[config.mk]
export PLATFORM = sky130hd
export DESIGN_NAME = icache
export DESIGN_NICKNAME = d
export VERILOG_FILES = /design/src/rtl/icache.sv
export SDC_FILE = /design/constraint.sdc
export NUM_CORES = 1
export LEC_CHECK = 0
export CORE_UTILIZATION = 49
export DETAILED_ROUTE_END_ITERATION = 16
export PLACE_DENSITY = 0.69
export SETUP_SLACK_MARGIN = 0.05
export SLEW_MARGIN = 15
export SYNTH_ARGS = -nofsm -noshare
export SYNTH_HDL_FRONTEND = slang
export SYNTH_SLANG_ARGS = --single-unit
[constraint.sdc]
create_clock -name CLK -period 5.8 [get_ports CLK]
set_clock_uncertainty 0.2 [all_clocks]
set_input_delay 1.45 -clock CLK [delete_from_list [all_inputs] [get_ports CLK]]
set_output_delay 1.45 -clock CLK [all_outputs]
set_load 0.01 [all_outputs]
[src/rtl/icache.sv]
// icache: direct-mapped instruction cache with one-word blocks.
// A hit returns the word in the same cycle. A miss runs a blocking,
// non-abortable fill from the memory controller.
// Optional feature: define ICACHE_PERF_EN to add the saturating
// hit_count and miss_count ports.
module icache #(
  parameter int SETS   = 16,
  parameter int WORD_W = 32
) (
  input  logic              CLK,
  input  logic              nRST,
  input  logic              imemREN,
  input  logic [WORD_W-1:0] imemaddr,
  output logic              ihit,
  output logic [WORD_W-1:0] imemload,
  output logic              iREN,
  output logic [WORD_W-1:0] iaddr,
  input  logic              iwait,
  input  logic [WORD_W-1:0] iload
`ifdef ICACHE_PERF_EN
  ,
  output logic [31:0]       hit_count,
  output logic [31:0]       miss_count
`endif
);

  localparam int IDX_W = $clog2(SETS);
  localparam int TAG_W = WORD_W - IDX_W - 2;

  typedef enum logic [0:0] {IDLE = 1'b0, MISS = 1'b1} state_t;

  state_t              state_r, state_nxt_s;
  logic [SETS-1:0]     valid_r;
  logic [TAG_W-1:0]    tag_r  [SETS];
  logic [WORD_W-1:0]   data_r [SETS];
  logic [TAG_W-1:0]    miss_tag_r;
  logic [IDX_W-1:0]    miss_idx_r;

  logic [TAG_W-1:0]    tag_s;
  logic [IDX_W-1:0]    idx_s;
  logic                hit_s;
  logic                latch_s;
  logic                fill_s;
  logic                ihit_s;
  logic [WORD_W-1:0]   imemload_s;
  logic                iren_s;
  logic [WORD_W-1:0]   iaddr_s;
  logic                unused_s;

  assign tag_s    = imemaddr[WORD_W-1:IDX_W+2];
  assign idx_s    = imemaddr[IDX_W+1:2];
  assign hit_s    = valid_r[idx_s] && (tag_r[idx_s] == tag_s);
  assign unused_s = ^imemaddr[1:0];

  // Next-state and output decode: lookup in IDLE, fill request in MISS.
  always_comb begin
    state_nxt_s = state_r;
    ihit_s      = 1'b0;
    imemload_s  = '0;
    iren_s      = 1'b0;
    iaddr_s     = '0;
    latch_s     = 1'b0;
    fill_s      = 1'b0;
    case (state_r)
      IDLE: begin
        if (imemREN) begin
          if (hit_s) begin
            ihit_s     = 1'b1;
            imemload_s = data_r[idx_s];
          end else begin
            latch_s     = 1'b1;
            state_nxt_s = MISS;
          end
        end else begin
          state_nxt_s = IDLE;
        end
      end
      MISS: begin
        iren_s  = 1'b1;
        iaddr_s = {miss_tag_r, miss_idx_r, 2'b00};
        if (!iwait) begin
          fill_s      = 1'b1;
          state_nxt_s = IDLE;
        end else begin
          state_nxt_s = MISS;
        end
      end
      default: begin
        state_nxt_s = IDLE;
      end
    endcase
  end

  assign ihit     = ihit_s;
  assign imemload = imemload_s;
  assign iREN     = iren_s;
  assign iaddr    = iaddr_s;

  // State, valid bits and the latched miss address (all cleared on reset).
  always_ff @(posedge CLK or negedge nRST) begin
    if (!nRST) begin
      state_r    <= IDLE;
      valid_r    <= '0;
      miss_tag_r <= '0;
      miss_idx_r <= '0;
    end else begin
      state_r <= state_nxt_s;
      if (latch_s) begin
        miss_tag_r <= tag_s;
        miss_idx_r <= idx_s;
      end
      if (fill_s) begin
        valid_r[miss_idx_r] <= 1'b1;
      end
    end
  end

  // Tag and data storage; not reset because valid bits gate every use.
  always_ff @(posedge CLK) begin
    if (fill_s) begin
      tag_r[miss_idx_r]  <= miss_tag_r;
      data_r[miss_idx_r] <= iload;
    end
  end

`ifdef ICACHE_PERF_EN
  logic [31:0] hit_count_r;
  logic [31:0] miss_count_r;

  // Saturating performance counters for hit cycles and miss entries.
  always_ff @(posedge CLK or negedge nRST) begin
    if (!nRST) begin
      hit_count_r  <= 32'd0;
      miss_count_r <= 32'd0;
    end else begin
      if (ihit_s && (hit_count_r != 32'hFFFF_FFFF)) begin
        hit_count_r <= hit_count_r + 32'd1;
      end
      if (latch_s && (miss_count_r != 32'hFFFF_FFFF)) begin
        miss_count_r <= miss_count_r + 32'd1;
      end
    end
  end

  assign hit_count  = hit_count_r;
  assign miss_count = miss_count_r;
`endif

endmodule

==> results.json <==
{
  "setup_viol": 33,
  "worst_path_max_delay_cell": "mux4_2",
  "grt_pass1_wl_um": 142000,
  "final_cells": 3332,
  "htreeDepth": 3,
  "synth_edf_count": 928,
  "drc": 0,
  "clkSinkCount": 975,
  "grt-ovfl-total": 0,
  "nFillCells": 5609,
  "dp_slack_ps": -665,
  "critPathTopFamily": "multiplexers",
  "ys_seq_area_share_pct": 73.9,
  "yosysUniqueCellTypes": 61,
  "seq_area_mm2": 0.0290,
  "fin_crit_ps": 5900,
  "antenna_found_initial": 3,
  "ios": 134,
  "grt.total_usage_pct": 23.9,
  "hold_path_class": "reg2reg",
  "placed_cells": 3138,
  "drive_gt1_share_pct": 32.8,
  "hold_viol_final": 0,
  "drtIter0Drc": 2046,
  "cp_data_required_time_ps": 4150,
  "vias": 20600,
  "cts_made_buffers": 94,
  "synth_seq_cells": 975,
  "fin_hold_ws_ps": 264,
  "synth_top_area_cell": "edfxtp_1",
  "multi_input_area_mm2": 0.00989,
  "yosys-top-cells-area": "edfxtp_1 71%, mux4_2 14%, dfrtp_1 3.0%, mux2i_1 1.4%, and2_1 0.91%",
  "syn2layout_area_growth_pct": 18.9,
  "grt_max_degree": 57,
  "outcome": "finished, violations left",
  "yosysMostFrequentCell": "edfxtp_1",
  "setup_tns_ps": -2360,
  "start_kind": "input pin",
  "synthTopCellsByCount": "928 x edfxtp_1, 246 x mux4_2, 57 x and2_1",
  "die_h_um": 285,
  "cts-hold-fix-buffers": 0,
  "violations": "negative setup slack",
  "first_global_vias": 21400,
  "synth_flop_cell": "edfxtp_1",
  "grt_setup_unrepaired": "true",
  "peakVddDrop_mv": 0.224,
  "clkTransAtPathRegs_ps": 60,
  "dpl.hpwl_um": 51800,
  "worst_pin_slew_ps": 959,
  "setup.worst_path.class": "in2out",
  "syn_inst": 1910,
  "initial_core_util_pct": 49.7,
  "num-nets-final": 2277,
  "fin_crit_sh_pct": 102,
  "synth.avg_cell_area_um2": 20.6,
  "final_max_slew_viol_count": 0,
  "end_kind": "output pin",
  "ant_nets": 0,
  "critPathBufInv": 5,
  "first_pass_iters": 6,
  "ys_async_sr_fraction_pct": 4.82,
  "cts_tree": "yes",
  "yosysWarnings": 0,
  "critPathMaxStageDelay_ps": 520,
  "post-route-util_pct": 59.0,
  "drt-wirelength-per-cell_um": 29.0,
  "clk_path_buf_depth": 3,
  "maxCapViolCount": 0,
  "die_w_um": 285,
  "crit_chain": "buf_16 -> mux4_2 -> mux4_2 -> xnor2_2 -> buf_4 -> nand4_1 -> nor4b_4 -> nand4_4 -> buf_12 -> buf_16 -> nor2b_1 -> buf_2",
  "dpl_cell_area_mm2": 0.0430,
  "finalWeightedCongestion": 0.846,
  "slew_headroom_pct": 35.9,
  "drt-total-wl_um": 96600,
  "fin_ws_ps": -103,
  "yosys.area.top_type_share_pct": 70.9,
  "drt-vias-per-instance": 6.19,
  "dieArea_mm2": 0.0813,
  "clk_latency_ps": 660,
  "cp_data_arrival_time_ps": 4250,
  "numPortBuffers": 129,
  "coreArea_mm2": 0.0791,
  "row_count": 103,
  "p_leak_nw": 15.3,
  "fin_area_mm2": 0.0467,
  "fmax_mhz": 169,
  "totalPowerFinal_mw": 15.9,
  "synthesis.area_mm2": 0.0393,
  "power_density_mw_per_mm2": 340,
  "root_buffer": "clkbuf_16",
  "worst-path-max-fanout": 16
}
-- logic make-up (layout without fill, tap and decap cells) --
| family | after synthesis | after routing | share of synthesized area [%] |
|---|---|---|---|
| other | 1 | 4 | 0.00954 |
| buffers and inverters | 158 | 527 | 2.10 |
| muxes | 323 | 323 | 16.3 |
| AOI/OAI and AO/OA | 121 | 121 | 2.65 |
| xor gates and xnor gates | 22 | 22 | 0.490 |
| DFF | 975 | 975 | 73.9 |
| and+or+nand+nor | 310 | 310 | 4.54 |
-- final timing paths --
kind / startpoint / endpoint / slack (ps) / cells after the start
worst max register to register: tag_r[5][23] / miss_tag_r[8] / 2040 / 12
worst min-delay path: valid_r[9] / valid_r[9] / 260 / 1
max in group asynchronous: nRST / state_r / 4160 / 2
worst max-delay path: imemaddr[4] / imemload[15] / -100 / 12
worst min register to register: valid_r[9] / valid_r[9] / 260 / 1
min in group asynchronous: nRST / miss_tag_r[1] / 760 / 2
-- worst register-to-register path, cell delays in order (launching register included) --
cell and delay, ps:
edfxtp_1 360, mux4_2 480, a22o_1 240, a221oi_2 190, buf_4 160, xor2_1 160
nand4_1 160, buf_4 170, buf_4 250, or3_1 700, buf_12 280, a22oi_1 190
nand3_1 100
-- sequential cells by signal, indices dropped and copies added (netlist names) --
| register | count |
|---|---|
| data_r | 512 |
| miss_idx_r | 4 |
| miss_tag_r | 26 |
| state_r | 1 |
| tag_r | 416 |
| valid_r | 16 |
-- where the power goes --
part           internal (mW)  leakage (nW)  switching [mW]
Sequential              8.15          8.88           0.316
Clock                   3.39          1.47            2.59
Combinational          0.681          4.99           0.764
-- per-layer routing --
metal  vias up  wire [um]  GRT usage (%)
li1       8547          -              -
met1     11000      37800           32.0
met2       897      49200           40.1
met3       197       6790           3.90
met4         2       2790           8.05
met5         -          8              0
-- layout make-up --
class                      instances  share of cell area, %
antenna                            2                 0.0107
inverter                          37                  0.308
timing repair buffer             323                   7.06
tap                             1050                   2.81
multi-input combinational        778                   21.2
clock buffer                     115                   5.34
clock inverter                    52                   1.12
sequential                       975                   62.2
-- cells in the final DEF (no fill, tap or decap), drive strengths merged, types with 23 or more instances in the layout --
master	synthesis	layout
a22oi	40	40
dfrtp	47	47
nand3	38	38
buf	80	231
mux4	250	250
nor4	33	33
nor2	32	32
edfxtp	928	928
nand2	23	23
clkbuf	41	115
inv	37	37
clkinv	0	41
clkdlybuf4s50	0	91
and2	57	57
mux2i	53	53
nand4	35	35
o31ai	30	30
nor2b	44	44
-- repair_timing --
| item | CTS | global route |
|---|---|---|
| pin swaps | 9 | 6 |
| resized for setup | 220 | 28 |
| hold endpoints to repair | 0 | 0 |
| setup endpoints to repair | 33 | 33 |
| gates cloned | 6 | 0 |
| buffers inserted | 18 | 2 |
Note: power is estimated with default switching activity, not from simulation.
